<file path="src/rtl/pk_poci.sv">
// POCI bus shared types and peripheral address map.
// Used by bus initiators, slaves and the interface.
package pk_poci;

  localparam int AW = 32;
  localparam int DW = 32;

  typedef logic [AW-1:0] addr_t;
  typedef logic [DW-1:0] data_t;

  localparam addr_t KEYS_ADDR = 32'h0000_1000;
  localparam addr_t LED_ADDR  = 32'h0000_1004;

endpackage

</file>
<file path="src/rtl/if_poci.sv">
// POCI bus signal bundle.
// Initiator drives the request side, slave returns data and status.
interface if_poci;
  import pk_poci::*;

  addr_t paddr;
  logic  pwrite;
  logic  psel;
  logic  penable;
  data_t pwdata;
  data_t prdata;
  logic  pready;
  logic  pslverr;

  modport master (
    output paddr, pwrite, psel, penable, pwdata,
    input  prdata, pready, pslverr
  );

  modport slave (
    input  paddr, pwrite, psel, penable, pwdata,
    output prdata, pready, pslverr
  );

endinterface

</file>
<file path="src/rtl/poci_master.sv">
// POCI initiator: one request in, one setup/access transfer out,
// one response back; a watchdog aborts transfers stuck in ACCESS.
module poci_master
  import pk_poci::*;
#(
  parameter int TIMEOUT_CYCLES = 255
) (
  input  logic  clk,
  input  logic  reset,
  input  logic  req_valid,
  output logic  req_ready,
  input  logic  req_write,
  input  addr_t req_addr,
  input  data_t req_wdata,
  output logic  rsp_valid,
  input  logic  rsp_ready,
  output data_t rsp_rdata,
  output logic  rsp_err,
  output logic  rsp_timeout,
  if_poci.master bus
);

  localparam int CW =
    (TIMEOUT_CYCLES > 0) ? $clog2(TIMEOUT_CYCLES + 1) : 1;
  localparam logic [CW-1:0] TMO = CW'(TIMEOUT_CYCLES);
  localparam logic WDOG_EN = (TIMEOUT_CYCLES > 0);

  typedef enum logic [1:0] {
    IDLE, SETUP, ACCESS, RESP
  } state_e;

  state_e        state_q, state_d;
  addr_t         paddr_q, paddr_d;
  logic          pwrite_q, pwrite_d;
  data_t         pwdata_q, pwdata_d;
  data_t         rdata_q, rdata_d;
  logic          err_q, err_d;
  logic          tmo_q, tmo_d;
  logic [CW-1:0] cnt_q, cnt_d;

  // State, captured request and response registers.
  always_ff @(posedge clk or posedge reset) begin
    if (reset) begin
      state_q  <= IDLE;
      paddr_q  <= '0;
      pwrite_q <= 1'b0;
      pwdata_q <= '0;
      rdata_q  <= '0;
      err_q    <= 1'b0;
      tmo_q    <= 1'b0;
      cnt_q    <= '0;
    end else begin
      state_q  <= state_d;
      paddr_q  <= paddr_d;
      pwrite_q <= pwrite_d;
      pwdata_q <= pwdata_d;
      rdata_q  <= rdata_d;
      err_q    <= err_d;
      tmo_q    <= tmo_d;
      cnt_q    <= cnt_d;
    end
  end

  // Next-state: accept, setup, wait for pready or watchdog, respond.
  always_comb begin
    state_d  = state_q;
    paddr_d  = paddr_q;
    pwrite_d = pwrite_q;
    pwdata_d = pwdata_q;
    rdata_d  = rdata_q;
    err_d    = err_q;
    tmo_d    = tmo_q;
    cnt_d    = cnt_q;
    unique case (state_q)
      IDLE: begin
        if (req_valid) begin
          paddr_d  = req_addr;
          pwrite_d = req_write;
          pwdata_d = req_write ? req_wdata : '0;
          state_d  = SETUP;
        end
      end
      SETUP: begin
        cnt_d   = '0;
        state_d = ACCESS;
      end
      ACCESS: begin
        if (bus.pready) begin
          rdata_d = pwrite_q ? '0 : bus.prdata;
          err_d   = bus.pslverr;
          tmo_d   = 1'b0;
          state_d = RESP;
        end else if (WDOG_EN && cnt_q == TMO) begin
          rdata_d = '0;
          err_d   = 1'b1;
          tmo_d   = 1'b1;
          state_d = RESP;
        end else if (cnt_q != '1) begin
          cnt_d = cnt_q + 1'b1;
        end
      end
      RESP: begin
        if (rsp_ready) state_d = IDLE;
      end
      default: state_d = IDLE;
    endcase
  end

  assign req_ready   = (state_q == IDLE);
  assign rsp_valid   = (state_q == RESP);
  assign rsp_rdata   = rdata_q;
  assign rsp_err     = err_q;
  assign rsp_timeout = tmo_q;

  assign bus.psel    = (state_q == SETUP) || (state_q == ACCESS);
  assign bus.penable = (state_q == ACCESS);
  assign bus.paddr   = paddr_q;
  assign bus.pwrite  = pwrite_q;
  assign bus.pwdata  = pwdata_q;

endmodule

</file>
<file path="src/flat_wrapper.sv">
// flat-port wrapper written by rule: the top's interface ports become plain ports
module poci_master_flat import pk_poci::*;
#(
  parameter int TIMEOUT_CYCLES = 255
)
  (clk, reset, req_valid, req_ready, req_write, req_addr, req_wdata, rsp_valid, rsp_ready, rsp_rdata, rsp_err, rsp_timeout, bus_paddr, bus_pwrite, bus_psel, bus_penable, bus_pwdata, bus_prdata, bus_pready, bus_pslverr);
  if_poci bus_i ();
  input  logic clk;
  input  logic reset;
  input  logic req_valid;
  output logic req_ready;
  input  logic req_write;
  input  addr_t req_addr;
  input  data_t req_wdata;
  output logic rsp_valid;
  input  logic rsp_ready;
  output data_t rsp_rdata;
  output logic rsp_err;
  output logic rsp_timeout;
  output wire logic [$bits(bus_i.paddr)-1:0] bus_paddr;
  output wire logic [$bits(bus_i.pwrite)-1:0] bus_pwrite;
  output wire logic [$bits(bus_i.psel)-1:0] bus_psel;
  output wire logic [$bits(bus_i.penable)-1:0] bus_penable;
  output wire logic [$bits(bus_i.pwdata)-1:0] bus_pwdata;
  input wire logic [$bits(bus_i.prdata)-1:0] bus_prdata;
  input wire logic [$bits(bus_i.pready)-1:0] bus_pready;
  input wire logic [$bits(bus_i.pslverr)-1:0] bus_pslverr;
  assign bus_paddr = bus_i.paddr;
  assign bus_pwrite = bus_i.pwrite;
  assign bus_psel = bus_i.psel;
  assign bus_penable = bus_i.penable;
  assign bus_pwdata = bus_i.pwdata;
  assign bus_i.prdata = bus_prdata;
  assign bus_i.pready = bus_pready;
  assign bus_i.pslverr = bus_pslverr;
  poci_master #(.TIMEOUT_CYCLES(TIMEOUT_CYCLES)) u_core (.clk(clk), .reset(reset), .req_valid(req_valid), .req_ready(req_ready), .req_write(req_write), .req_addr(req_addr), .req_wdata(req_wdata), .rsp_valid(rsp_valid), .rsp_ready(rsp_ready), .rsp_rdata(rsp_rdata), .rsp_err(rsp_err), .rsp_timeout(rsp_timeout), .bus(bus_i));
endmodule
</file>
<file path="config.mk">
export PLATFORM = sky130hd
export DESIGN_NAME = poci_master_flat
export DESIGN_NICKNAME = d
export VERILOG_FILES = /design/src/rtl/pk_poci.sv /design/src/rtl/if_poci.sv /design/src/rtl/poci_master.sv /design/src/flat_wrapper.sv
export SDC_FILE = /design/constraint.sdc
export NUM_CORES = 1
export LEC_CHECK = 0
export CORE_AREA = 2 2 113 115
export DETAILED_ROUTE_END_ITERATION = 10
export DIE_AREA = 0 0 115 117
export GPL_TIMING_DRIVEN = 0
export PLACE_DENSITY = 0.76
export SKIP_CTS_REPAIR_TIMING = 1
export SLEW_MARGIN = 5
export SYNTH_ARGS = -nofsm -noshare
export SYNTH_HDL_FRONTEND = slang
export SYNTH_SLANG_ARGS = --single-unit
export TNS_END_PERCENT = 20
</file>
<file path="constraint.sdc">
create_clock -name clk -period 3.19 [get_ports clk]
set_input_delay 0.319 -clock clk [delete_from_list [all_inputs] [get_ports clk]]
set_output_delay 0.319 -clock clk [all_outputs]
set_load 0.005 [all_outputs]
</file>
==> results of run 1 <==
path summary, 6_finish.rpt:
check,slack (ns),depth (start not counted),startpoint,to
worst max-delay path,1.15,3,u_core.state_q[0],bus_penable
worst min-delay path,0.35,3,req_write,u_core.bus.pwdata[12]
worst max register to register,1.20,6,u_core.state_q[0],u_core.cnt_q[7]
worst min register to register,0.48,1,u_core.rsp_rdata[27],u_core.rsp_rdata[27]
max in group asynchronous,2.04,3,reset,u_core.bus.paddr[16]
min in group asynchronous,0.48,2,reset,u_core.rsp_rdata[16]
cell usage in the layout, fill, tap and decap left out, types with 4 or more instances in the layout:
master,count
and4b_2,4
dfrtp_1,109
o21ai_0,36
buf_2,11
clkbuf_1,13
a22o_1,9
inv_1,6
a21o_1,24
mux2_2,33
nand3_1,6
clkbuf_16,9
nand2_1,71
ha_1,5
and4b_1,19
clkdlybuf4s50_1,204
area by class of cell:
class                      instances  area, sq um  area share (%)
buffer                            24          104            1.46
clock buffer                      10          239            3.37
clock inverter                     4         48.8           0.688
inverter                           7         30.0           0.423
multi-input combinational        236         1680            23.6
sequential                       109         2730            38.4
tap                              150          188            2.65
timing repair buffer             206         2080            29.3
flip-flops by register name, indices dropped and copies added (netlist names):
| signal | cells |
|---|---|
| u_core.bus.paddr | 32 |
| u_core.bus.pwdata | 32 |
| u_core.rsp_rdata | 32 |
| u_core.cnt_q | 8 |
| u_core.state_q | 2 |
| u_core.bus.pwrite | 1 |
| u_core.rsp_err | 1 |
| u_core.rsp_timeout | 1 |
layer usage:
metal | share of wire [%] | up-vias
met4 | 1.7 | 0
met2 | 50 | 158
met5 | 0 | -
li1 | - | 1753
met3 | 8.3 | 13
met1 | 41 | 1807
stage by stage:
stage | std cells | hold WS (ns)
final | 746 | 0.348
after global placement | 730 | 0.458
after detailed placement | 732 | 0.464
after CTS | 746 | 0.356
after global routing | 746 | 0.364
after floorplan | 376 | 0.452
worst min-delay path, stage by stage:
cell	delay [ns]
clkbuf_1	0.17
nand2_1	0.09
o21ai_0	0.07
power groups by stage:
stage | sequential, mW | combinational (mW) | clock [mW]
2_1_floorplan | 2.33 | 1.00 | 0
3_3_place_gp | 2.29 | 2.59 | 0
3_5_place_dp | 2.33 | 2.65 | 0
4_1_cts | 2.31 | 2.67 | 1.14
5_1_grt | 2.38 | 2.87 | 1.19
6_report | 2.30 | 2.63 | 1.11
logic make-up after synthesis:
group	Yosys count	share of synthesized area [%]
buffers and inverters	31	2.87
adder cells (fa/ha/maj)	5	1.38
multiplexers	38	9.52
flip-flops	109	60.2
AO/OA/AOI/OAI	81	12.3
AND/OR/NAND/NOR	112	13.8
==> flow_summary.yaml, run 1 <==
run_status:
  status: "completed"
timing:
  setup_viol: 0
  maxSlewHeadroom_pct: 45.3
  fin_crit_sh_pct: 64.1
  setup_tns_ns: 0
  period_minus_slack_ns: 2.04
  fin_worst_skew_ns: 0.00812
  maxSlewViolCount: 0
  hold_viol: 0
  setup_ws_ns: 1.15
  rsz0062_at_grt: "no"
  tightest_slew_ns: 0.819
  max_freq_mhz: 489
cells_and_area:
  fin_util_pct: 57.6
  nNetsFinal: 701
  diodes: 0
  areaGrowthSynthToFinish_pct: 56.5
  design_area_sq_um: 7090
  fillers: 1027
  layout-drive-gt1-share_pct: 12.6
grt:
  grt_pass1_wl_mm: 19.0
  grt-busiest-layer: "met2"
  grt_pass1_vias: 3824
  grtUsageTotal_pct: 18.1
  met3_usage_pct: 5.25
  antenna_found_initial: 0
  grtUsageMet2_pct: 31.5
  grt_overflow: 0
  grt_start_max_net_pins: 41
  grt_use_met1_pct: 21.1
critical_path:
  critPathBufInv: 2
  worstPathArrival_ns: 1.72
  cp_slowest_stage_delay_ns: 0.55
  crit_required_ns: 2.87
  cp-start-kind: "register"
  critical_path_class: "reg -> out"
  cp_top_family: "buffers and inverters"
  crit_chain: "inv_1 > ha_1 > clkdlybuf4s50_1"
  path_max_fanout: 5
  crit_slowest_cell: "clkdlybuf4s50_1"
  cp-end-kind: "primary output"
detailed_routing:
  vias_per_cell: 5.00
  dr_total_vias: 3731
  wire_per_inst_um: 16.5
  drc: 0
  drtPass1Iterations: 4
  drtIter0Drc: 152
  ant_nets: 0
  drt_wl_total_mm: 12.3
pwr:
  p_sw_share_pct: 29.5
  p_seq_share_pct: 38.1
  p_switching_mw: 1.78
  p_per_area_nw_per_um2: 851
  p_clk_share_pct: 18.3
  total_power_mw: 6.04
  p_leak_nw: 3.28
  intPower_mw: 4.26
  ir_drop_mv: 0.401
  combPwrFrac_pct: 43.5
worst_hold_path:
  hold_class: "in -> reg"
cts:
  root_buffer: "clkbuf_16"
  cts.path.max_buffers: 2
  htreeDepth: 3
  tritoncts: "yes"
  insertion_delay_ns: 0.35
  clk_pin_slew_ns: 0.07
  cts_made_buffers: 9
  clock_sinks: 109
yosys:
  ys_ff_latch: 109
  synthMostInstantiatedCell: "dfrtp_1"
  ys.flop_type: "dfrtp_1"
  ys_types: 33
  postSynth.asyncResetShare_pct: 100
  synth_edf_count: 0
  synth.area.top_cells: "dfrtp_1 60%, mux2_2 8.2%, nand2_1 5.9%"
  syn_area_per_cell_sq_um: 12.1
  yosys.area.top_type: "dfrtp_1"
  netlist_instances: 376
  yosysWarnings: 0
  synth_common_cells: "109 x dfrtp_1, 71 x nand2_1, 36 x o21ai_0"
  syn-cell-area_sq_um: 4530
  synth_top_area_share_pct: 60.2
  syn_nets: 484
  synth_seq_area_share_pct: 60.2
placement:
  portBuffers: 204
  hpwl_mm: 9.37
  place.gp.congestion: 0.828
  place_ws_ns: 1.08
  place_area_sq_um: 6810
die:
  die_area_sq_um: 13500
  initial_core_util_pct: 36.8
  std_cell_rows: 41
  die-height_um: 117
  coreArea_sq_um: 12300
  io_pins: 206
  chipWidth_um: 115
job:
  max_cap_viol_count: 0
No activity file was read; power rests on OpenSTA's default activity.
==> run 2, diff against run 1 <==
CORE_AREA = 2 2 107 109   (was 2 2 113 115)
DIE_AREA = 0 0 109 111   (was 0 0 115 117)
PLACE_DENSITY = 0.8   (was 0.76)
clock period = 2 ns   (was 3.19 ns; I/O delays follow)
==> run 2 against run 1 <==
Clock-buffer cell count grew 3. Sequential share of layout area fell by 0.32 points. Sequential power rose by 60%. Register-to-register slack worse by 1.1 ns. Worst hold slack got worse by 0.14 ns. Final cell count shrank 0.54%. Worst setup slack worse by 1.1 ns. Highest routed layer unchanged.
==> flow_summary.yaml, run 2 (same netlist as run 1, synthesis figures left out) <==
grt:
  antenna_found_initial: 0
  grt_start_max_net_pins: 39
  grt_pass1_wl_mm: 19.3
  grtUsageTotal_pct: 20.6
  grt_overflow: 0
  grt_pass1_vias: 3834
cells_and_area:
  layout-drive-gt1-share_pct: 13.4
  regArea_sq_um: 2730
  fin_cells: 742
  layout_commonest_cell: "clkdlybuf4s50_1"
  diodes: 0
  layout_common_cells: "204 x clkdlybuf4s50_1, 109 x dfrtp_1, 70 x nand2_1"
  fillers: 870
  areaGrowthSynthToFinish_pct: 57.8
  nNetsFinal: 703
  multi_input_area_sq_um: 1680
pwr:
  total_power_mw: 9.65
  p_leak_nw: 3.30
  p_per_area_nw_per_um2: 1350
  ir_drop_mv: 0.660
placement:
  portBuffers: 204
  dp_cells: 726
  hpwl_mm: 9.36
  place.gp.congestion: 0.794
timing:
  setup_tns_ns: 0
  maxSlewViolCount: 0
  fin_crit_sh_pct: 96.2
  maxSlewHeadroom_pct: 53.8
  period_minus_slack_ns: 1.92
  timing.hold.ws_ns: 0.207
  fin_worst_skew_ns: 0.00467
  rsz0062_at_grt: "no"
  max_freq_mhz: 520
  tightest_slew_ns: 0.691
  setup_viol: 0
  hold_viol: 0
die:
  die-height_um: 111
  die_area_sq_um: 12100
  coreArea_sq_um: 11100
  std_cell_rows: 39
  initial_core_util_pct: 40.9
  io_pins: 206
  chipWidth_um: 109
run_status:
  status: "completed"
cts:
  clk_pin_slew_ns: 0.07
  root_buffer: "clkbuf_16"
  htreeDepth: 3
  cts_made_buffers: 9
  tritoncts: "yes"
  insertion_delay_ns: 0.34
  cts.path.max_buffers: 2
  clock_sinks: 109
critical_path:
  crit_slowest_cell: "dfrtp_1"
  cp-start-kind: "register"
  regToRegSetupSlack_ns: 0.08
  worstPathArrival_ns: 2.15
  path_max_fanout: 5
  crit_required_ns: 2.23
  critical_path_class: "reg -> reg"
  cp_top_family: "flip-flops"
  cp_slowest_stage_delay_ns: 0.40
  cp-end-kind: "register"
  crit_chain: "inv_1 > ha_1 > nor2b_4 > a21boi_4 > buf_12 > a221oi_4 > mux2_4"
  critPathBufInv: 2
detailed_routing:
  wire_per_inst_um: 16.7
  drtPass1Iterations: 4
  drt_wl_total_mm: 12.4
  vias_per_cell: 5.04
  drtIter0Drc: 95
  drc: 0
  ant_nets: 0
  dr_total_vias: 3736
worst_hold_path:
  hold_class: "in -> reg"
job:
  max_cap_viol_count: 0
[run 2: cell types whose count changed in the layout (fill, tap and decap cells not counted), sizes merged]
cell      change
clkinv        -1
buf           +2
inv           -1
clkinvlp      +1
bufinv        -1
clkbuf        +3
[run 2: through the flow]
| stage | utilization, % | setup WS [ns] | area (sq um) |
|---|---|---|---|
| after floorplan | - | 0.247 | 4540 |
| after CTS | 64.4 | 0.0241 | 7130 |
| final | 64.6 | 0.0768 | 7150 |
| after detailed placement | 61.7 | 0.0170 | 6830 |
| after global placement | 61.0 | -0.533 | 6760 |
| after global routing | 64.6 | 0.00131 | 7150 |
[run 2: path summary, 6_finish.rpt]
path                                startpoint               endpoint  cells past startpoint
setup reg to reg             u_core.state_q[0]      u_core.state_q[1]                      7
hold reg to reg            u_core.rsp_rdata[2]    u_core.rsp_rdata[2]                      1
min in group asynchronous                reset   u_core.bus.paddr[11]                      2
setup / recovery             u_core.state_q[0]      u_core.state_q[1]                      7
hold / removal                       req_write  u_core.bus.pwdata[12]                      3
max in group asynchronous                reset   u_core.bus.paddr[21]                      4
[run 2: power breakdown]
part | total [mW] | leakage (nW) | switching [mW] | internal [mW]
combinational | 4.22 | 1.78 | 1.52 | 2.69
sequential | 3.68 | 1.38 | 0.545 | 3.14
clock | 1.75 | 0.144 | 0.772 | 0.977
[run 2: routing by layer]
metal  share of wire [%]  track usage (%)
met4                 1.9             8.03
met1                  41             25.4
met5                   0                0
met2                  50             34.5
met3                 7.4             4.94
[run 2: worst register-to-register path: stages, from the launching register on]
cell	delay (ns)
dfrtp_1	0.40
inv_1	0.11
ha_1	0.29
nor2b_4	0.24
a21boi_4	0.27
buf_12	0.15
a221oi_4	0.04
mux2_4	0.31
[run 2: area by class of cell]
type,instances,share of cell area (%)
well taps,143,2.50
inverters,7,0.420
multi-input cells,236,23.5
clock buffers,13,3.92
clock inverters,2,0.227
flip-flops and latches,109,38.1
plain buffers,24,1.47
repair buffers,208,29.9
==> run 3, diff against run 2 <==
CORE_AREA = 2 2 113 115   (was 2 2 107 109)
DIE_AREA = 0 0 115 117   (was 0 0 109 111)
PLACE_DENSITY = 0.76   (was 0.8)
clock period = 1.6 ns   (was 2 ns; I/O delays follow)
==> run 3 against run 2 <==
The flow now finishes with violations (setup timing). Power is 28% higher. Final cell count is 1.9% higher. Clock power is 26% higher. Die area is 11% higher. Clock-buffer cell count is 3 lower. Global-route usage is 2.5 points lower. Sequential power is 25% higher. Combinational power is 30% higher. Via count is 0.19% higher. Critical path type unchanged. Critical endpoint unchanged. Largest power group unchanged. Highest routed layer unchanged.
==> flow_summary.yaml, run 3 (same netlist as run 1, synthesis figures left out) <==
pwr:
  p_seq_share_pct: 37.4
  p_sw_share_pct: 29.4
  p_leak_nw: 3.36
  ir_drop_mv: 0.800
  combPwrFrac_pct: 44.6
  p_per_area_nw_per_um2: 1700
  p_clk_share_pct: 18.0
  total_power_mw: 12.3
  p_switching_mw: 3.62
  intPower_mw: 8.69
detailed_routing:
  wire_per_inst_um: 16.4
  drtIter0Drc: 167
  vias_per_cell: 4.95
  drtPass1Iterations: 4
  dr_total_vias: 3743
  drc: 0
  ant_nets: 0
  drt_wl_total_mm: 12.4
cts:
  clock_sinks: 109
  cts_made_buffers: 9
  clk_pin_slew_ns: 0.07
  tritoncts: "yes"
  htreeDepth: 3
  insertion_delay_ns: 0.35
  cts.path.max_buffers: 2
  root_buffer: "clkbuf_16"
timing:
  maxSlewHeadroom_pct: 45.4
  rsz0062_at_grt: "yes"
  fin_crit_sh_pct: 110
  setup_viol: 33
  setup_ws_ns: -0.157
  hold_viol: 0
  max_freq_mhz: 569
  tightest_slew_ns: 0.817
  fin_worst_skew_ns: 0.00813
  period_minus_slack_ns: 1.76
  maxSlewViolCount: 0
die:
  die_area_sq_um: 13500
  std_cell_rows: 41
  coreArea_sq_um: 12300
  initial_core_util_pct: 36.8
  io_pins: 206
  die-height_um: 117
  chipWidth_um: 115
cells_and_area:
  layout-drive-gt1-share_pct: 15.7
  fillers: 1012
  nNetsFinal: 711
  multi_input_area_sq_um: 1720
  layout_common_cells: "203 x clkdlybuf4s50_1, 108 x dfrtp_1, 70 x nand2_1"
  regArea_sq_um: 2730
  design_area_sq_um: 7240
  layout_commonest_cell: "clkdlybuf4s50_1"
  diodes: 0
  fin_cells: 756
  fin_util_pct: 58.8
  areaGrowthSynthToFinish_pct: 59.7
run_status:
  status: "finished, violations left"
  violations: "setup timing"
placement:
  hpwl_mm: 9.37
  place.gp.congestion: 0.828
  place_area_sq_um: 6810
  portBuffers: 204
  dp_cells: 732
critical_path:
  crit_required_ns: 1.83
  worstPathArrival_ns: 1.99
  cp-start-kind: "register"
  critical_path_class: "reg -> reg"
  path_max_fanout: 5
  cp-end-kind: "register"
grt:
  grt_overflow: 0
  grt_start_max_net_pins: 41
  grt_pass1_vias: 3824
  antenna_found_initial: 0
  grt_pass1_wl_mm: 19.0
  grtUsageTotal_pct: 18.1
job:
  max_cap_viol_count: 0
worst_hold_path:
  hold_class: "in -> reg"
-- run 3: worst paths after layout --
path	to	cells after the start	start	slack [ns]
max	u_core.state_q[1]	6	u_core.cnt_q[0]	-0.16
min	u_core.bus.pwdata[12]	3	req_write	0.18
max reg2reg	u_core.state_q[1]	6	u_core.cnt_q[0]	-0.16
min reg2reg	u_core.rsp_rdata[5]	1	u_core.rsp_rdata[5]	0.48
max in group asynchronous	u_core.state_q[1]	3	reset	0.61
min in group asynchronous	u_core.rsp_rdata[16]	2	reset	0.32
-- run 3: per-stage QoR --
| stage | hold WS, ns | worst slack [ns] | TNS, ns |
|---|---|---|---|
| global placement | 0.458 | -0.901 | -115.45 |
| finish | 0.180 | -0.157 | -2.38 |
| floorplan | 0.293 | -0.153 | -0.190 |
| CTS | 0.197 | -0.389 | -27.81 |
| detailed placement | 0.464 | -0.375 | -25.30 |
| global route | 0.205 | -0.209 | -6.40 |
-- run 3: metal layers --
layer / global-route usage (%) / up-vias / share of wire [%]
met3: 5.25 / 13 / 7.9
met1: 21.1 / 1807 / 41
li1: - / 1776 / -
met4: 7.23 / 0 / 1.7
met2: 31.5 / 147 / 50
met5: 0 / - / 0
-- run 3: power groups by stage --
stage / sequential, mW / combinational (mW) / clock [mW]
2_1_floorplan: 4.65 / 2.00 / 0
3_3_place_gp: 4.57 / 5.16 / 0
3_5_place_dp: 4.64 / 5.29 / 0
4_1_cts: 4.60 / 5.32 / 2.27
5_1_grt: 4.75 / 5.99 / 2.37
6_report: 4.60 / 5.50 / 2.21
-- run 3: final cells by class --
type / count / area share [%]
flip-flops and latches: 109 / 37.7
repair buffers: 216 / 29.9
multi-input cells: 236 / 23.7
clock buffers: 10 / 3.30
well taps: 150 / 2.59
plain buffers: 24 / 1.71
clock inverters: 4 / 0.674
inverters: 7 / 0.415
-- run 3: critical path, stage by stage, from the launching register on --
cell and delay, ns:
dfrtp_1 0.41, ha_2 0.24, and4_4 0.25, a21boi_4 0.08
buf_6 0.13, a221oi_4 0.21, mux2_4 0.32
